[src/rtl/dot_product_sequencer.sv]
// Purpose : sequences one vector-vector dot product: streams NO_OF_UNITS-element words from the
//           A/B vector RAMs into the eight-lane datapath, waits for its finish strobe, then pulses done.
// Latency : first beat to datapath 2 cycles after start; done 1 cycle after dp_finish (len=0: done 2 cycles after start).
// Backpressure: none; start is ignored while busy, and the datapath must accept one word per cycle.
//
// Ports: clk/reset (sync, active-high); start/length/base_a/base_b request; busy/done/result status;
//        mem_re/mem_a_addr/mem_b_addr/mem_a_rdata/mem_b_rdata vector RAM side (1-cycle read latency);
//        dp_a/dp_b/dp_valid/dp_last/dp_finish/dp_result datapath side.
// Build option: define DOT_TAIL_MASK_EN to zero the lanes past the vector end on the final beat;
//               without it, the RAMs must hold zero padding up to the word boundary.
module dot_product_sequencer #(
    parameter int ELEMENT_WIDTH = 32,
    parameter int NO_OF_UNITS   = 8,
    parameter int NOE           = 10,
    parameter int ADDR_WIDTH    = 8,
    parameter int LEN_WIDTH     = 16
) (
    input  logic                                 clk,
    input  logic                                 reset,
    input  logic                                 start,
    input  logic [LEN_WIDTH-1:0]                 length,
    input  logic [ADDR_WIDTH-1:0]                base_a,
    input  logic [ADDR_WIDTH-1:0]                base_b,
    output logic                                 busy,
    output logic                                 done,
    output logic [ELEMENT_WIDTH-1:0]             result,
    output logic                                 mem_re,
    output logic [ADDR_WIDTH-1:0]                mem_a_addr,
    output logic [ADDR_WIDTH-1:0]                mem_b_addr,
    input  logic [ELEMENT_WIDTH*NO_OF_UNITS-1:0] mem_a_rdata,
    input  logic [ELEMENT_WIDTH*NO_OF_UNITS-1:0] mem_b_rdata,
    output logic [ELEMENT_WIDTH*NO_OF_UNITS-1:0] dp_a,
    output logic [ELEMENT_WIDTH*NO_OF_UNITS-1:0] dp_b,
    output logic                                 dp_valid,
    output logic                                 dp_last,
    input  logic                                 dp_finish,
    input  logic [ELEMENT_WIDTH-1:0]             dp_result
);

    localparam logic [LEN_WIDTH-1:0]  NOE_L   = LEN_WIDTH'(NOE);
    localparam logic [LEN_WIDTH-1:0]  UNITS_L = LEN_WIDTH'(NO_OF_UNITS);
    localparam logic [LEN_WIDTH-1:0]  ONE_L   = LEN_WIDTH'(1);
    localparam logic [ADDR_WIDTH-1:0] ONE_A   = ADDR_WIDTH'(1);

    // ZERO is the settle cycle for an empty vector so done lands two cycles after start.
    typedef enum logic [2:0] {IDLE, READ, WAIT, ZERO, DONE} state_t;

    state_t                 state, state_nxt;
    logic [LEN_WIDTH-1:0]   len_c;
    logic [LEN_WIDTH-1:0]   beats_c;
    logic [LEN_WIDTH-1:0]   beats_q;
    logic [LEN_WIDTH-1:0]   beat_cnt;
    logic [ADDR_WIDTH-1:0]  addr_a;
    logic [ADDR_WIDTH-1:0]  addr_b;
    logic                   last_issue;
`ifdef DOT_TAIL_MASK_EN
    logic [LEN_WIDTH-1:0]   tail_cnt;   // live lanes in the final word (1..NO_OF_UNITS)
`endif

    assign len_c      = (length > NOE_L) ? NOE_L : length;
    assign beats_c    = (len_c + UNITS_L - ONE_L) / UNITS_L;
    assign last_issue = (state == READ) && (beat_cnt == beats_q - ONE_L);

    assign mem_re     = (state == READ);
    assign busy       = (state != IDLE);
    assign done       = (state == DONE);
    assign mem_a_addr = addr_a;
    assign mem_b_addr = addr_b;

    // State register
    always_ff @(posedge clk) begin
        if (reset) begin
            state <= IDLE;
        end else begin
            state <= state_nxt;
        end
    end

    // Next-state logic; dp_finish is only honoured in WAIT, so a strobe coincident
    // with the final read issue is dropped.
    always_comb begin
        state_nxt = state;
        case (state)
            IDLE: if (start) state_nxt = (len_c == '0) ? ZERO : READ;
            READ: if (last_issue) state_nxt = WAIT;
            WAIT: if (dp_finish) state_nxt = DONE;
            ZERO: state_nxt = DONE;
            DONE: state_nxt = IDLE;
            default: state_nxt = IDLE;
        endcase
    end

    // Request capture, address walk, beat flags and result register
    always_ff @(posedge clk) begin
        if (reset) begin
            beats_q  <= '0;
            beat_cnt <= '0;
            addr_a   <= '0;
            addr_b   <= '0;
            dp_valid <= 1'b0;
            dp_last  <= 1'b0;
            result   <= '0;
`ifdef DOT_TAIL_MASK_EN
            tail_cnt <= '0;
`endif
        end else begin
            // RAM data arrives one cycle after the read, aligned with these flags.
            dp_valid <= (state == READ);
            dp_last  <= last_issue;
            case (state)
                IDLE: begin
                    if (start) begin
                        beats_q  <= beats_c;
                        beat_cnt <= '0;
`ifdef DOT_TAIL_MASK_EN
                        tail_cnt <= len_c - (beats_c - ONE_L) * UNITS_L;
`endif
                        if (len_c != '0) begin
                            addr_a <= base_a;
                            addr_b <= base_b;
                        end else begin
                            result <= '0;
                        end
                    end
                end
                READ: begin
                    // Addresses stay on the last word once the burst ends.
                    if (!last_issue) begin
                        beat_cnt <= beat_cnt + ONE_L;
                        addr_a   <= addr_a + ONE_A;
                        addr_b   <= addr_b + ONE_A;
                    end
                end
                WAIT: begin
                    if (dp_finish) result <= dp_result;
                end
                default: ;
            endcase
        end
    end

    // Datapath operands: RAM read data, zero when no beat is valid.
    always_comb begin
        dp_a = '0;
        dp_b = '0;
        if (dp_valid) begin
            dp_a = mem_a_rdata;
            dp_b = mem_b_rdata;
`ifdef DOT_TAIL_MASK_EN
            if (dp_last) begin
                for (int i = 0; i < NO_OF_UNITS; i++) begin
                    if (LEN_WIDTH'(i) >= tail_cnt) begin
                        dp_a[i*ELEMENT_WIDTH +: ELEMENT_WIDTH] = '0;
                        dp_b[i*ELEMENT_WIDTH +: ELEMENT_WIDTH] = '0;
                    end
                end
            end
`endif
        end
    end

endmodule

[config.mk]
export PLATFORM = sky130hd
export DESIGN_NAME = dot_product_sequencer
export DESIGN_NICKNAME = d
export VERILOG_FILES = /design/src/rtl/dot_product_sequencer.sv
export SDC_FILE = /design/constraint.sdc
export NUM_CORES = 1
export LEC_CHECK = 0
export CAP_MARGIN = 30
export CORE_AREA = 2 2 451 453
export DETAILED_ROUTE_END_ITERATION = 16
export DIE_AREA = 0 0 453 455
export HOLD_SLACK_MARGIN = 0.15
export PLACE_DENSITY = 0.3
export RECOVER_POWER = 100
export SYNTH_ARGS = -nofsm -noshare
export SYNTH_HDL_FRONTEND = slang
export SYNTH_SLANG_ARGS = --single-unit
export TNS_END_PERCENT = 20
[constraint.sdc]
create_clock -name clk -period 3.3 [get_ports clk]
set_input_delay 0.33 -clock clk [delete_from_list [all_inputs] [get_ports clk]]
set_output_delay 0.33 -clock clk [all_outputs]
set_load 0.02 [all_outputs]
==> results <==
- The flow ran to the end, but the final reports show violations.
- The final reports fail on max-capacitance violations, max-slew violations.
- The worst endpoint required time is 3.62 ns.
- The final critical-path required period is 3.130 ns.
- The routed layout has 12990 vias.
- The worst voltage drop across the vdd grid is 232.5 µV.
- The critical path endpoint category is a flip-flop.
- The launching element type of the critical path is a primary input.
- The cell count after placement is 4797.
- The largest fanout of any net on the critical path is 20.
- Summing the areas of all compound-gate instances in the mapped netlist gives 11.37% of the synthesized area.
- For this run, the number of Yosys warnings is 0.
- Counting the fill cells in the layout gives 23360.
- For the worst setup path, the data arrival time is 3.45 ns.
- Once the clock tree was built, the resizer swapped 0 gates to a different size.
- The clock tree root driver cell is sky130_fd_sc_hd__clkbuf_16.
- After clock tree synthesis, the flow added hold-fix buffers numbering 0.
- The number of buffers added for setup after CTS is 0.
- TritonCTS created 9 clock buffers.
- In the final routed layout, each cell accounts on average for 32.40 µm.
- Dividing the final minimum period by the clock period gives 94.84%.
- The die extent in y is 455 µm.
- The synthesized-area fraction occupied by and/or/nand/nor cells is 57.54%.
- Across the run, the number of max-cap violations was 1.
- The congestion estimate from routability-driven global placement came to 0.8549.
- The synthesized netlist devotes 2.729% of its cell area to XOR and XNOR gates.
- After synthesis, the largest family of logic cells by area is simple AND/OR/NAND/NOR gates.
- The source-to-sink clock delay at the later pin of the worst-skew pair is 0.39 ns.
- The remaining global-route overflow is 0.
- Global routing used 14.41% of the available tracks.
- The die covers 206100 µm².
- For this run, the top clock speed supported by timing is 319.5 MHz.
- The number of global-route vias before repair is 12090.
- Using the TritonRoute via totals, the vias-per-cell ratio works out to 2.681.
- For this run, design rule violations remaining after detail routing come to 0.
- The portion of the post-synthesis area used by sequential elements is 22.24%.
- The area growth from synthesis to layout is 201.8%.
- Entering global routing, the biggest net connects 120 pins.
- The number of DRC markers after the initial detailed-route iteration is 651.
- The clock passes through at most 2 buffers.
- In this run the number of H-tree levels came out at 3.
- The number of pins with negative max-slew slack in the final report is 13.
- The worst pin sits at a relative slew slack of -20.19%.
- The die extent in x is 453 µm.
- The number of standard cells after synthesis is 1039.
- The first detailed-routing pass ran for 4 iterations.
- The transition at the pin with the smallest max-transition slack is 1.803 ns.
- Once layout is complete, the cells apart from fillers number 4846.
- The share of synthesized area spent on multiplexers is 0.1356%.
- A synthesized cell averages 7.104 µm².
- The number of hold violations in the final report was 0.
- The post-route netlist has 3.316% of its cells at a drive strength greater than 1.
- Setup repair after global routing left no endpoint under its margin.
- The netlist area before placement is 7381 µm².
- For this design, the sink count on the clock tree is 82.
- The worst setup skew after layout is 0.01582 ns.
- The area of the placeable core is 201300 µm².
- After Yosys synthesis, full adders, half adders and majority gates account for 0.6781% of the synthesized area.
- Yosys mapped the design onto 62 distinct sky130hd cell types.
- The kind of path behind the tightest hold check is in2reg.
- Of all flip-flops after synthesis, the portion carrying an async set or reset was 0%.
- The total power per unit cell area is 380.6 nW/µm².
- The cell count of the worst reg-to-reg path is 9.
- The number of antenna violations at the first check in global routing is 270.
- The critical path in this run is classified as in2reg.
- The worst-path cell with the longest stage delay is sky130_fd_sc_hd__a21oi_1.
- The number of flops mapped to enable cells by yosys is 0.
- The floorplan has 165 rows.
- TritonCTS built the clock tree.
- The number of nets in the synthesized netlist is 1623.
- The first global-routing pass estimated 180900 µm of wire.
- The critical path contains buffers and inverters numbering 4 combined.
- The largest single stage delay on the critical path is 1.34 ns.
- The most common cell in the synthesized netlist is sky130_fd_sc_hd__and2_1.
- The final layout net count is 2720.
- The number of instances on the worst hold path is 3.
- The sum of negative setup slack is 0 ns.
- The placed wire-length estimate is 144800 µm.
- Counting buffers and inverters, the worst setup path is 11 cells deep.
- The leakage dissipation is 0.009063 µW.
- The clock edge transition at the registers on the reported setup and hold paths is 0.08 ns.
- Among all flip-flop cells after synthesis, the most frequent one is sky130_fd_sc_hd__dfxtp_1.
- The count of nets left with antenna violations once routing finished came out at 0.
- Once the floorplan was initialized, standard cells occupied 3.667% of the core.
- Summed over all instances, the cell type with the most area after synthesis is sky130_fd_sc_hd__and2_1.
- The number of buffers added on ports is 1144.
- Broken down by cell family, the worst path's largest delay share belongs to compound AO/OA/AOI/OAI gates.
- The number of failing setup endpoints in the final timing report is 0.
- The top cell type's share of synthesized area is 44.58%.
- Traced cell by cell, the critical path runs through dlygate4sd3_1 -> nor3_1 -> buf_4 -> nand2_1 -> nor4_1 -> clkbuf_1 -> and4_1 -> a21oi_1 -> buf_16 -> a22oi_1 -> nor2_1.
- Synthesis inferred 82 register bits.
- The I/O pin count is 1145.
- The final wirelength is 157000 µm.
- By area the synthesized netlist is led by sky130_fd_sc_hd__and2_1 45%, sky130_fd_sc_hd__dfxtp_1 22%, sky130_fd_sc_hd__clkbuf_1 4.1%.
- Counting instances in the post-synthesis netlist gives the leading cell types as 526 x sky130_fd_sc_hd__and2_1, 82 x sky130_fd_sc_hd__dfxtp_1, 80 x sky130_fd_sc_hd__clkbuf_1.
[power by group]
part | internal (µW) | switching (µW) | total [µW]
clock | 521 | 533 | 1050
combinational | 2410 | 3650 | 6070
sequential | 1150 | 205 | 1360
[routing by layer]
metal  vias to the layer above  wire length, µm  GRT usage, %
met5                         -             1241             0
met1                      5906            55400         14.82
met4                       188             2496         1.984
met2                       962            73710         24.16
li1                       5605                -             -
met3                       330            24170         10.35
[final timing paths]
check / slack (ns) / endpoint / start
setup reg to reg: 0.27 / mem_a_addr[5] / beats_q[0]
hold / removal: 0.47 / dp_valid / reset
hold reg to reg: 0.48 / mem_b_addr[7] / mem_b_addr[7]
setup / recovery: 0.17 / result[9] / length[14]
[sequential cells by signal, indices dropped and copies added (netlist names)]
signal / flops
dp_valid: 1
mem_a_addr: 8
mem_b_addr: 8
result: 32
dp_last: 1
beat_cnt: 16
beats_q: 13
state: 3
[cell usage in the layout (no fill, tap or decap), types with 8 or more instances in the layout]
| cell | count |
|---|---|
| sky130_fd_sc_hd__clkdlybuf4s50_1 | 591 |
| sky130_fd_sc_hd__dlygate4sd3_1 | 517 |
| sky130_fd_sc_hd__and2_1 | 491 |
| sky130_fd_sc_hd__dfxtp_1 | 81 |
| sky130_fd_sc_hd__nor2_1 | 78 |
| sky130_fd_sc_hd__buf_4 | 39 |
| sky130_fd_sc_hd__and2_0 | 35 |
| sky130_fd_sc_hd__diode_2 | 33 |
| sky130_fd_sc_hd__a22oi_1 | 32 |
| sky130_fd_sc_hd__nand2_1 | 24 |
| sky130_fd_sc_hd__o21ai_0 | 22 |
| sky130_fd_sc_hd__a21oi_1 | 19 |
| sky130_fd_sc_hd__nand3_1 | 18 |
| sky130_fd_sc_hd__clkbuf_1 | 18 |
| sky130_fd_sc_hd__nor3_1 | 17 |
| sky130_fd_sc_hd__xor2_1 | 16 |
| sky130_fd_sc_hd__inv_1 | 11 |
| sky130_fd_sc_hd__clkbuf_16 | 9 |
| sky130_fd_sc_hd__and3_1 | 8 |
[metrics by stage]
step / setup WS, ns / instance area [µm²] / util [%] / power (µW) / hold WS, ns
floorplan: 0.5455 / 7381 / - / 3966 / 0.4673
global route: 0.03508 / 22220 / 11.04 / 9023 / 0.4711
CTS: 0.2365 / 22310 / 11.08 / 9251 / 0.4673
finish: 0.1703 / 22280 / 11.07 / 8478 / 0.4725
detailed placement: 0.2589 / 22030 / 10.95 / 8101 / 0.4736
global placement: 0.2965 / 22000 / 10.93 / 8117 / 0.4802
[cell type report]
class                      count  area [µm²]  area share [%]
inverter                      11       41.29          0.1854
tap                         2672        3343           15.01
clock inverter                 6       48.80          0.2191
sequential                    82        1645           7.386
clock buffer                  10       229.0           1.028
timing repair buffer        1171       11550           51.86
multi-input combinational    861        5333           23.94
antenna                       33       82.58          0.3707
[worst reg2reg max path: cells and delay by family, from the launching register on]
family                     cells  cell delay (ns)
AOI/OAI and AO/OA              5             1.35
and+or+nand+nor                2             0.98
DFF                            1             0.36
adders and majority gates      1             0.16
buffers and inverters          1             0.09
[cells by family after synthesis]
group / Yosys count
xor+xnor: 23
flops: 82
buf+inv: 96
simple gates: 715
compound gates: 118
mux: 1
fa+ha+maj: 4
(Power assumes the default switching activity.)
